## config.mk

```make
export PLATFORM = sky130hd
export DESIGN_NAME = id_ex_hazard
export DESIGN_NICKNAME = d
export VERILOG_FILES = /design/src/rtl/id_ex_hazard.sv
export SDC_FILE = /design/constraint.sdc
export NUM_CORES = 1
export LEC_CHECK = 0
export BUFFER_PORTS_ARGS = -buffer_cell sky130_fd_sc_hd__buf_4
export CAP_MARGIN = 20
export CORE_MARGIN = 3
export CORE_UTILIZATION = 44
export DETAILED_ROUTE_END_ITERATION = 6
export GPL_TIMING_DRIVEN = 0
export PLACE_DENSITY = 0.8
export SLEW_MARGIN = 25
export SYNTH_ARGS = -nofsm -noshare
export SYNTH_HDL_FRONTEND = slang
export SYNTH_SLANG_ARGS = --single-unit
```

## constraint.sdc

```tcl
create_clock -name clk_i -period 1.43 [get_ports clk_i]
set_input_delay 0.143 -clock clk_i [delete_from_list [all_inputs] [get_ports clk_i]]
set_output_delay 0.143 -clock clk_i [all_outputs]
set_load 0.03 [all_outputs]
```

## src/rtl/id_ex_hazard.sv

```systemverilog
// ID/EX control pipeline register with load-use hazard detection.
// Drives the stall, PC/IF-ID write enables and the IF/ID flush.
module id_ex_hazard #(
   parameter int LOAD_USE_BUBBLES = 1,
   parameter int CNT_W            = 2
) (
   input  logic       clk_i,
   input  logic       rst_i,
   input  logic       Branch_i,
   input  logic       MemtoReg_i,
   input  logic       MemWrite_i,
   input  logic       MemRead_i,
   input  logic       ALUSrc_i,
   input  logic       RegWrite_i,
   input  logic [1:0] ALUOp_i,
   input  logic [4:0] id_rs1_i,
   input  logic [4:0] id_rs2_i,
   input  logic [4:0] id_rd_i,
   input  logic       branch_taken_i,
   input  logic       mem_stall_i,
   output logic       ex_MemtoReg_o,
   output logic       ex_MemWrite_o,
   output logic       ex_MemRead_o,
   output logic       ex_ALUSrc_o,
   output logic       ex_RegWrite_o,
   output logic [1:0] ex_ALUOp_o,
   output logic [4:0] ex_rs1_o,
   output logic [4:0] ex_rs2_o,
   output logic [4:0] ex_rd_o,
   output logic       stall_o,
   output logic       pc_write_o,
   output logic       ifid_write_o,
   output logic       ifid_flush_o
);

   logic             memtoreg_q, memtoreg_d;
   logic             memwrite_q, memwrite_d;
   logic             memread_q,  memread_d;
   logic             alusrc_q,   alusrc_d;
   logic             regwrite_q, regwrite_d;
   logic [1:0]       aluop_q,    aluop_d;
   logic [4:0]       rs1_q,      rs1_d;
   logic [4:0]       rs2_q,      rs2_d;
   logic [4:0]       rd_q,       rd_d;
   logic [CNT_W-1:0] cnt_q,      cnt_d;
   logic             haz;
   logic             stall;

   // Branch_i only matters through branch_taken_i; it is not carried to EX.
   logic unused_branch;
   assign unused_branch = Branch_i;

   // Load-use detection against the load sitting in EX; x0 never hazards.
   always_comb begin
      haz   = memread_q & (rd_q != 5'd0) &
              ((rd_q == id_rs1_i) | (rd_q == id_rs2_i));
      stall = (haz | (cnt_q != '0)) & ~mem_stall_i;
   end

   // Next state: freeze holds everything, stall bubbles the controls.
   always_comb begin
      memtoreg_d = memtoreg_q;
      memwrite_d = memwrite_q;
      memread_d  = memread_q;
      alusrc_d   = alusrc_q;
      regwrite_d = regwrite_q;
      aluop_d    = aluop_q;
      rs1_d      = rs1_q;
      rs2_d      = rs2_q;
      rd_d       = rd_q;
      cnt_d      = cnt_q;
      unique case (1'b1)
         mem_stall_i: ;
         stall: begin
            memtoreg_d = 1'b0;
            memwrite_d = 1'b0;
            memread_d  = 1'b0;
            alusrc_d   = 1'b0;
            regwrite_d = 1'b0;
            aluop_d    = 2'b00;
            rs1_d      = id_rs1_i;
            rs2_d      = id_rs2_i;
            rd_d       = id_rd_i;
            if (cnt_q != '0)
               cnt_d = cnt_q - CNT_W'(1);
            else
               cnt_d = CNT_W'(LOAD_USE_BUBBLES - 1);
         end
         default: begin
            memtoreg_d = MemtoReg_i;
            memwrite_d = MemWrite_i;
            memread_d  = MemRead_i;
            alusrc_d   = ALUSrc_i;
            regwrite_d = RegWrite_i;
            aluop_d    = ALUOp_i;
            rs1_d      = id_rs1_i;
            rs2_d      = id_rs2_i;
            rd_d       = id_rd_i;
         end
      endcase
   end

   // ID/EX register and bubble counter with synchronous reset.
   always_ff @(posedge clk_i) begin
      if (rst_i) begin
         memtoreg_q <= 1'b0;
         memwrite_q <= 1'b0;
         memread_q  <= 1'b0;
         alusrc_q   <= 1'b0;
         regwrite_q <= 1'b0;
         aluop_q    <= 2'b00;
         rs1_q      <= 5'd0;
         rs2_q      <= 5'd0;
         rd_q       <= 5'd0;
         cnt_q      <= '0;
      end else begin
         memtoreg_q <= memtoreg_d;
         memwrite_q <= memwrite_d;
         memread_q  <= memread_d;
         alusrc_q   <= alusrc_d;
         regwrite_q <= regwrite_d;
         aluop_q    <= aluop_d;
         rs1_q      <= rs1_d;
         rs2_q      <= rs2_d;
         rd_q       <= rd_d;
         cnt_q      <= cnt_d;
      end
   end

   assign ex_MemtoReg_o = memtoreg_q;
   assign ex_MemWrite_o = memwrite_q;
   assign ex_MemRead_o  = memread_q;
   assign ex_ALUSrc_o   = alusrc_q;
   assign ex_RegWrite_o = regwrite_q;
   assign ex_ALUOp_o    = aluop_q;
   assign ex_rs1_o      = rs1_q;
   assign ex_rs2_o      = rs2_q;
   assign ex_rd_o       = rd_q;
   assign stall_o       = stall;
   assign pc_write_o    = ~(stall | mem_stall_i);
   assign ifid_write_o  = ~(stall | mem_stall_i);
   assign ifid_flush_o  = branch_taken_i & ~stall & ~mem_stall_i;

endmodule

```

# --- Word-level counts from Yosys, hierarchy flattened ---
# Index checks and enable logic that the tools add are counted.
classes:
  addsub: 1
  n_eq_ne: 2
  n_mux: 7
  n_bitwise: 11
  reduce_logical: 2
op_table:
  columns: ["op", "count"]
  rows:
  - ["$eq A5 B5 Y1", 2]
  - ["$pmux W1 S2", 5]
  - ["$and A1 B1 Y1", 5]
  - ["$reduce_bool A5 Y1", 1]
  - ["$pmux W2 S2", 1]
  - ["$not A1 Y1", 3]
  - ["$or A1 B1 Y1", 3]
  - ["$mux W2", 1]
  - ["$reduce_bool A2 Y1", 1]
  - ["$sub A2 B1 Y2 const B", 1]
totals:
  register_bits: 24
  input_bits: 27

# --- Logic depth before layout (Yosys ltp) ---
# Gate-level depths: netlist of run 1.
depth:
  word_depth: 8
  mapped_depth: 6

# --- Worst setup path before layout of run 1 ---
# OpenSTA, ideal clock, no wires.
synth_timing:
  path_type: "register to output"
  start: "register rd_q[4], in the netlist ex_rd_o[4]"
  end: "output port pc_write_o"
  arrival_time_ps: 2349
  required_ps: 1287
  setup_slack_ps: -1062
  path_stages_with_launch: 7
  cell_sequence: "dfxtp_1 xnor2_1 nand3_1 o22ai_1 and3_2 nor4_1 buf_4"
synth_via:
  elab_chain_cells: 7
synth_rtl:
  columns: ["element", "line", "source"]
  rows:
  - ["start: declaration", "44", "logic [4:0] rd_q, rd_d;"]
  - ["start signal: assignment", "125", "rd_q <= rd_d;"]
  - ["$eq A5 B5 Y1 or $reduce_bool A5 Y1 (tied branches)", "56, 55", null]
  - ["$or A1 B1 Y1 or $and A1 B1 Y1 (tied branches)", "56, 55", null]
  - ["$and A1 B1 Y1 (*)", "55", "haz = memread_q & (rd_q != 5'd0) &"]
  - ["$or A1 B1 Y1 (*)", "57", "stall = (haz | (cnt_q != '0)) & ~mem_stall_i;"]
  - ["$and A1 B1 Y1 (*)", "57", null]
  - ["$or A1 B1 Y1 (*)", null, null]
  - ["$not A1 Y1 (*)", null, null]
  - ["end: declaration", "31", "output logic pc_write_o,"]
# Every way passes the cells marked *; elsewhere a longest branch is shown, timed or not.

# --- Worst setup path in the final report of run 1 ---
layout_timing:
  start: "register rd_q[2], in the netlist ex_rd_o[2]"
  end: "output port pc_write_o"
layout_via:
  elab_chain_cells: 7
layout_rtl:
  columns: ["element", "line", "source"]
  rows:
  - ["$eq A5 B5 Y1 or $reduce_bool A5 Y1 (tied branches)", "56, 55", null]
  - ["$or A1 B1 Y1 or $and A1 B1 Y1 (tied branches)", "56, 55", null]
  - ["$and A1 B1 Y1 (*)", "55", null]
  - ["$or A1 B1 Y1 (*)", "57", null]
  - ["$and A1 B1 Y1 (*)", "57", null]
  - ["$or A1 B1 Y1 (*)", "140", "assign pc_write_o = ~(stall | mem_stall_i);"]
  - ["$not A1 Y1 (*)", "140", null]
# Marked as above.

==> results by stage, run 1 <==
Outcome:
- The flow ran to the end, but the final reports show violations.
- The checks that failed: setup timing.

Yosys:
- Dividing the synthesized area by the synthesized cell count gives 9.83 µm².
- The combinational family with the most area after synthesis is simple AND/OR/NAND/NOR gates.
- After synthesis, flip-flops and latches occupy 44.4% of the total area.
- Synthesis produced a netlist with a net count of between 100 and 150.
- The top cell type by total area after synthesis is dfxtp_1.
- The async set-reset flop share out of synthesis is 0%.
- Sorting the synthesized cells by area gives the leading types as dfxtp_1, mux2i_1, xnor2_1, nor2_1, or3b_2.
- The count of yosys warnings during synthesis is 0.
- Counting distinct cell types in the post-synthesis netlist gives 21.
- The most instantiated library cell after synthesis is dfxtp_1.
- The most used flip-flop cell after synthesis is dfxtp_1.
- The share of synthesized area in the top cell type comes to 44.4%.
- The simple-gate portion of the synthesized area is between 20% and 30%.
- After technology mapping, the gate count stands at 110.
- The multiplexer share of the synthesized area is 13.9%.
- The post-synthesis compound-gate area fraction is under 10%.
- In this run the cell area of the synthesized design comes to 1080 µm².
- Of the total synthesized cell area, the portion taken by full adders, half adders and majority gates is 0%.
- The number of flops mapped to enable cells by yosys is 0.
- After Yosys synthesis, XOR and XNOR cells account for under 10% of the synthesized area.
- By count the netlist is led by dfxtp_1, nor2_1, mux2i_1, nand2_1, xnor2_1.
- In this run, synthesis produced a sequential element count of 24.

Floorplanning:
- The placeable core region is between 2000 and 2500 µm².
- Measured along the x axis, the die boundary spans 55.6 µm.
- The height of the die is ~56 µm.
- The total die area is 3090 µm².
- The starting utilization of the core area is 47.5%.
- In this run the core area contains 17 standard-cell rows.
- 53 I/O pins were placed.

Setup path:
- The kind of launch point of the worst setup path is a flip-flop.
- The critical path in this run is classified as flip-flop to primary output.
- The endpoint of the lowest-slack register-to-register path is ex_ALUOp_o[1]$_SDFFE_PP0N_.
- The beginning of the worst register-to-register path is ex_rd_o[2]$_SDFFE_PP0N_.
- In this run the worst path has a maximum fanout of 4.
- The data required time of the critical path is 1290 ps.
- The critical path data arrival time is between 1500 and 2000 ps.
- The setup slack of the worst register-to-register path is roughly 10 ps.
- The logic depth of the worst register-to-register path is 6.
- The worst setup path is captured at a primary output.

Min path:
- The start point of the worst min-delay path is id_rd_i[1].
- The kind of path behind the tightest hold check is primary input to flip-flop.
- The hold-critical path depth is 3.
- For hold timing, the worst endpoint is ex_rd_o[1]$_SDFFE_PP0N_.

Timing:
- The headroom to the max-slew limit is 70.0%.
- Static timing analysis puts the maximum clock frequency at 0.533 GHz.
- Setup repair after global routing could not meet its margin everywhere.
- Across the routed clock network, the largest skew measured is between 6 and 7 ps.
- Across all setup checks in the final design, the least slack found is -447 ps.
- The final clock period utilization by the worst path is 131%.
- In the final timing run, aggregate negative setup slack is -1720 ps.
- The count of final hold-check violations was 0.
- The actual transition at the worst max-transition pin is 450 ps.
- The post-route minimum period is 1880 ps.
- The worst slack on hold paths is roughly 44 ps.
- The number of max-slew violations in the final report was 0.
- Setup violations remaining at the end of the flow were counted as 4.

Pwr:
- Across the VDD grid, the largest voltage drop is approximately 750 µV.
- The clock network burns 30.2% of the power.
- The fraction of power consumed by combinational cells is approximately 25%.
- In this run the power density over the cells is approximately 940 nW/µm².
- The total leakage power is between 0.0007 and 0.0008 µW.
- Of the total power, registers draw between 40% and 50%.
- The cell-internal power is 1190 µW.
- The switching portion of total power is 27.5%.
- Summed over all nets, the switching power comes to 452 µW.

Detailed routing:
- The average wire per standard cell is between 10 and 15 µm.
- After the first detailed-routing iteration, the DRC count stood at 13.
- The via count is between 1,000 and 1,500.
- The final routed DRC violation total is 0.
- The detailed-routing iteration count for the pre-antenna-repair pass is 4.
- In the routed layout, each cell is associated on average with a via count of around 5.1.
- The number of nets still failing antenna checks after routing is 0.
- The final routed wirelength across all metal layers is between 2 and 3 mm.

Global route:
- The overall global routing resource usage is a little under a fifth.
- The global-route congestion overflow total is 0.
- The number of antenna violations at the first check in global routing was 0.
- The most heavily used metal layer in global routing is met2.
- The met1 demand-to-capacity share in global routing is between 20 and 25%.
- The via count of the first global-routing pass came to 982.
- The global routing met3 resource utilization is under 10%.
- For this run, global-route usage on met2 was measured as 31.6%.
- Entering global routing, the biggest net connects 15 pins.
- The first global-routing pass estimated roughly 4.6 mm of wire.

Placed design:
- Input and output buffers added on the ports amount to 51.
- The final estimated routing congestion in global placement is approximately 0.73.
- After legalization and detailed placement, the total HPWL measured 2.02 mm.
- Once placement finished, the instance area stood at between 1500 and 2000 µm².

Layout:
- The post-layout instance area is 1760 µm².
- The number of nets at the end of the flow is approximately 200.
- The post-synthesis to final-layout area growth is 62.6%.
- The layout filler cell count is ~150.
- The share of layout cells above drive strength 1 is roughly 57%.
- The number of antenna cells inserted is 0.

Clocking:
- TritonCTS built the clock tree.
- The latest clock arrival within the worst-skew pair is 320 ps.
- The library cell used as clock root buffer is clkbuf_4.
- The post-CTS clock slew at the launch and capture registers of the worst setup and hold paths is 140 ps.
- In this run the number of H-tree levels came out at 1.
- For this design, the CTS-stage hold fixing added 0 buffers.
- The maximum clock insertion buffer count is 2.
- Counting the buffers created by CTS gives 3.
- Counting every sink on the clock net gives 24.

Run:
- The tool flagged a number of max-cap violations equal to 0.
-- layout by cell type, fill, tap and decap left out, drive strengths merged, types with 2 or more instances in the layout --
cell type	count
dfxtp	24
mux2i	15
o22ai	8
nand3	2
or3b	7
xnor2	10
clkbuf	6
nand2	12
buf	60
nor2	17
-- metal layers --
metal / part of all wire (%) / wire, µm / up-vias
met5: 0 / 0 / -
li1: - / - / 501
met4: 2.3 / 68 / 0
met1: 41 / 1180 / 462
met2: 51 / 1480 / 35
met3: 6.0 / 173 / 8
-- repair_timing --
| action | 4_1_cts | 5_1_grt |
|---|---|---|
| pin swaps | 4 | 6 |
| endpoints found under the setup margin | 4 | 11 |
| gates resized for setup | 7 | 13 |
| buffers inserted | 3 | 2 |
| gates cloned | 0 | 0 |
-- critical path: stages (launching register included) --
cell and delay [ps]:
dfxtp_4 390, xnor2_1 210, nand2_1 120, o22ai_2 140
and3_4 250, nor4_4 40, buf_4 140, buf_6 130
-- through the flow --
step	total power, µW	cells	setup WS (ps)	util, %
after CTS	1630	196	-425	73.1
after global routing	1710	198	-540	77.2
after global placement	1100	189	-144	68.2
after detailed placement	1110	189	-171	68.2
after floorplan	962	110	-339	-
final	1650	198	-447	77.2
-- power by group through the flow --
stage	combinational, µW	clock (µW)	sequential (µW)
6_report	416	496	733
5_1_grt	444	529	739
4_1_cts	385	508	733
3_5_place_dp	367	0	747
3_3_place_gp	360	0	744
2_1_floorplan	146	0	816
-- area by class of cell --
type	instances	area (µm²)	area share (%)
clock inverters	1	30.0	1.71
repair buffers	56	439	25.0
clock buffers	3	22.5	1.28
well taps	28	35.0	1.99
plain buffers	7	66.3	3.77
multi-input cells	79	666	37.9
flip-flops and latches	24	499	28.4
-- worst max-delay path by stage --
stage,slack (ps),endpoint,cells after the start,start
after detailed placement,-170,pc_write_o,7,ex_rd_o[4]$_SDFFE_PP0N_
after global routing,-540,ifid_write_o,7,ex_rd_o[3]$_SDFFE_PP0N_
after global placement,-140,pc_write_o,7,ex_rd_o[4]$_SDFFE_PP0N_
after CTS,-420,ifid_flush_o,6,ex_rd_o[2]$_SDFFE_PP0N_
after floorplan,-340,pc_write_o,6,ex_rd_o[4]$_SDFFE_PP0N_
final,-450,pc_write_o,7,ex_rd_o[2]$_SDFFE_PP0N_
-- state kept, by name (all words and copies together) (netlist names) --
| register | flops |
|---|---|
| ex_ALUOp_o | 2 |
| ex_rs1_o | 5 |
| ex_rd_o | 5 |
| ex_MemtoReg_o | 1 |
| ex_MemWrite_o | 1 |
| ex_rs2_o | 5 |
| ex_ALUSrc_o | 1 |
| ex_RegWrite_o | 1 |
| cnt_q | 2 |
| ex_MemRead_o | 1 |
-- logic make-up after synthesis --
kind of cell,after synthesis
buffers and inverters,7
AO/OA/AOI/OAI,10
multiplexers,15
XOR/XNOR,10
AND/OR/NAND/NOR,44
flip-flops,24
No activity file was read; power rests on OpenSTA's default activity.
==> run 2, diff against run 1 <==
--- a/config.mk
+++ b/config.mk
@@ -7,8 +7,10 @@
 export LEC_CHECK = 0
 export BUFFER_PORTS_ARGS = -buffer_cell sky130_fd_sc_hd__buf_4
 export CAP_MARGIN = 20
+export CORE_ASPECT_RATIO = 1.4
 export CORE_MARGIN = 3
 export CORE_UTILIZATION = 44
+export CTS_CLUSTER_SIZE = 30
 export DETAILED_ROUTE_END_ITERATION = 6
 export GPL_TIMING_DRIVEN = 0
 export PLACE_DENSITY = 0.8
==> run 2 against run 1 <==
Against the previous run: the flow still finishes with violations (setup timing); non-clock buffer count decreased by 3; register-to-register slack about the same; die area increased by 0.27%; design area decreased by 7.0%; maximum frequency increased by 1.7%; core utilization decreased by 4.6 points; sequential share of layout area increased by 2.1 points; critical path type unchanged; highest routed layer unchanged.
==> results by stage, run 2 (synthesis results as in run 1) <==
Layout:
- The layout filler cell count was 176 (+21%).
- The number of nets at the end of the flow is 195 (-1.5%).
- The share of layout cells above drive strength 1 is 50.3% (-6.8 points).
- In the layout the commonest cells are buf_4, dfxtp_1, nor2_1.
- The post-synthesis to final-layout area growth is 51.3%.
- Leaving out fill and tap cells, the most frequent cell in the layout is buf_4.
- The final core utilization came to 72.6% (-4.6 points).
- The post-layout instance area is 1640 µm² (-7.0%).
- The number of cells in the finished layout apart from fillers was 189 (-4.5%).
- The number of antenna cells inserted is 0 (unchanged).

Clocking:
- The number of H-tree levels is 1 (unchanged).
- The clock sink count was 24 (unchanged).
- The maximum clock insertion buffer count is 2 (unchanged).
- The post-CTS clock slew at the launch and capture registers of the worst setup and hold paths was 130 ps (about the same).
- TritonCTS built the clock tree.
- The latest clock arrival within the worst-skew pair came to 330 ps (about the same).
- The hold buffer count at cts came to 0 (unchanged).
- The number of buffers inserted during clock tree synthesis is 3 (unchanged).
- The tree is rooted in a clkbuf_4.

Pwr:
- The total leakage power came to 0.000752 µW (-5.5%).
- The proportion of power drawn by the clock network is 24.7% (-5.5 points).
- The relative contribution of sequential cells to total power is 49.5% (+4.9 points).
- The cell-internal power was 1050 µW (-12%).
- The switching portion of total power was 29.2% (+1.7 points).
- The peak ir drop on the vdd network was 719 µV (-4.0%).
- The power dissipated by switching net loads is 432 µW (-4.4%).
- The power density of the placed cells is 905 nW/µm² (-3.3%).
- The fraction of power consumed by combinational cells was 25.8% (+0.5 points).

Placed design:
- The number of buffer cells added on primary ports came to 51 (unchanged).
- The area after detailed placement came to 1540 µm² (-0.48%).
- The estimated wirelength of the detail-placed design is 2.10 mm (+4.0%).
- The placed cell count is 183 (-3.2%).
- The final estimated routing congestion in global placement was 0.779 (+7.1%).
- The pre-CTS setup slack came to -164 ps (+7.03 ps).

Global route:
- The first-pass GRT wire length came to 4.40 mm (-3.5%).
- The via count of the first global-routing pass is 1,045 (+6.4%).
- The largest net degree at the start of global routing is 14 (-1).
- The overall global routing resource usage came to 19.5% (+1.3 points).
- The global-route congestion overflow total is 0 (unchanged).
- The number of antenna violations at the first check in global routing came to 0 (unchanged).

Setup path:
- The critical path data arrival time came to 1700 ps (-30 ps).
- The worst setup path category is flip-flop to primary output.
- The type of destination of the critical path is a primary output.
- The kind of launch point of the worst setup path is a flip-flop.
- The largest fanout of any net on the critical path came to 5 (+1).
- The data required time of the critical path was 1290 ps (about the same).

Detailed routing:
- The final routed DRC violation total is 0 (unchanged).
- The average via count per standard cell is 5.30 (+4.2%).
- The final routed wirelength across all metal layers is 2.74 mm (-5.5%).
- The average wire per standard cell is 14.5 µm (-0.98%).
- The detailed-routing iteration count for the pre-antenna-repair pass is 4 (unchanged).
- The number of nets still failing antenna checks after routing came to 0 (unchanged).
- The number of violations reported at the end of detailed-routing iteration 0 is 20 (+7).
- The via count came to 1,001 (-0.50%).

Timing:
- The final clock period utilization by the worst path is 129% (-2.2 points).
- The achievable frequency is 0.542 GHz (+1.7%).
- The actual transition at the worst max-transition pin is 453 ps (+3.57 ps).
- The number of max-slew violations in the final report is 0 (unchanged).
- The count of final hold-check violations is 0 (unchanged).
- The setup violation total in the final timing report came to 4 (unchanged).
- The worst-case setup margin in the final layout was -417 ps (+30.8 ps).
- The largest clock skew in the final design is 5.29 ps (-1.50 ps).
- The post-route minimum period is 1850 ps (-30.8 ps).
- The headroom to the max-slew limit came to 69.8% (-0.24 points).
- Setup repair after global routing could not meet its margin everywhere.

Min path:
- The kind of path behind the tightest hold check is primary input to flip-flop.

Floorplanning:
- The I/O pin total came to 53 (unchanged).
- The starting utilization of the core area is 48.0% (+0.50 points).
- The number of placement rows was 20 (+3).
- The height of the die was 64.6 µm (+16%).
- The die extent in x came to 47.9 µm (-14%).
- The total die area is 3100 µm² (+0.27%).
- The placeable core region is 2250 µm² (-1.0%).

Run:
- The number of max-capacitance violations reported is 0 (unchanged).

Outcome:
- The final reports fail on setup timing.
- The run finished, with violations left.
==> run 2: changes by cell type in the layout (fill, tap and decap cells not counted), sizes merged <==
cell    before  now
clkbuf       6    7
buf         60   57
bufinv       1    0
==> run 2: final timing paths <==
path / from / to / slack, ps / cells after the start
worst max-delay path: ex_rd_o[0]$_SDFFE_PP0N_ / stall_o / -420 / 5
worst min-delay path: id_rd_i[4] / ex_rd_o[4]$_SDFFE_PP0N_ / 40 / 3
worst min register to register: ex_MemWrite_o$_SDFFE_PP0N_ / ex_MemWrite_o$_SDFFE_PP0N_ / 490 / 2
worst max register to register: ex_rd_o[0]$_SDFFE_PP0N_ / ex_MemtoReg_o$_SDFFE_PP0N_ / 0 / 5
==> run 2: layout make-up <==
type / instances / area, µm² / area share [%]
multi-input combinational: 79 / 597 / 36.5
sequential: 24 / 499 / 30.5
timing repair buffer: 53 / 409 / 25.0
buffer: 7 / 66.3 / 4.06
clock buffer: 4 / 36.3 / 2.22
tap: 22 / 27.5 / 1.68
==> run 2: power by group through the flow <==
| stage | logic (µW) | clock network, µW | registers, µW |
|---|---|---|---|
| 2_1_floorplan | 146 | 0 | 816 |
| 3_3_place_gp | 361 | 0 | 744 |
| 3_5_place_dp | 368 | 0 | 747 |
| 4_1_cts | 378 | 379 | 732 |
| 5_1_grt | 411 | 402 | 738 |
| 6_report | 383 | 366 | 732 |
==> run 2: worst max-delay path, stage by stage, from the launching register on <==
cell     delay (ps)
dfxtp_4         390
nor3_1          200
nand2_1         100
a311o_2         420
nor2b_4         140
buf_6           130
==> run 2: what timing repair did <==
action | 4_1_cts | 5_1_grt
setup endpoints to repair | 4 | 11
buffers inserted | 1 | 1
pin swaps | 7 | 6
gates cloned | 0 | 0
gates resized for setup | 5 | 2
==> run 2: layer usage <==
layer / wire length, µm / track usage [%] / vias to the layer above
met2: 1510 / 34.4 / 38
met5: 0 / 0 / -
met4: 57 / 9.09 / 0
met3: 164 / 3.61 / 5
li1: - / - / 489
met1: 1010 / 20.8 / 469
==> run 2: per-stage QoR <==
stage               hold slack [ps]  TNS, ps  power, µW
detailed placement              390     -420       1110
finish                         37.9    -1520       1480
floorplan                       286     -490        962
CTS                            33.1    -1650       1490
global route                   42.6    -2150       1550
global placement                377     -403       1110
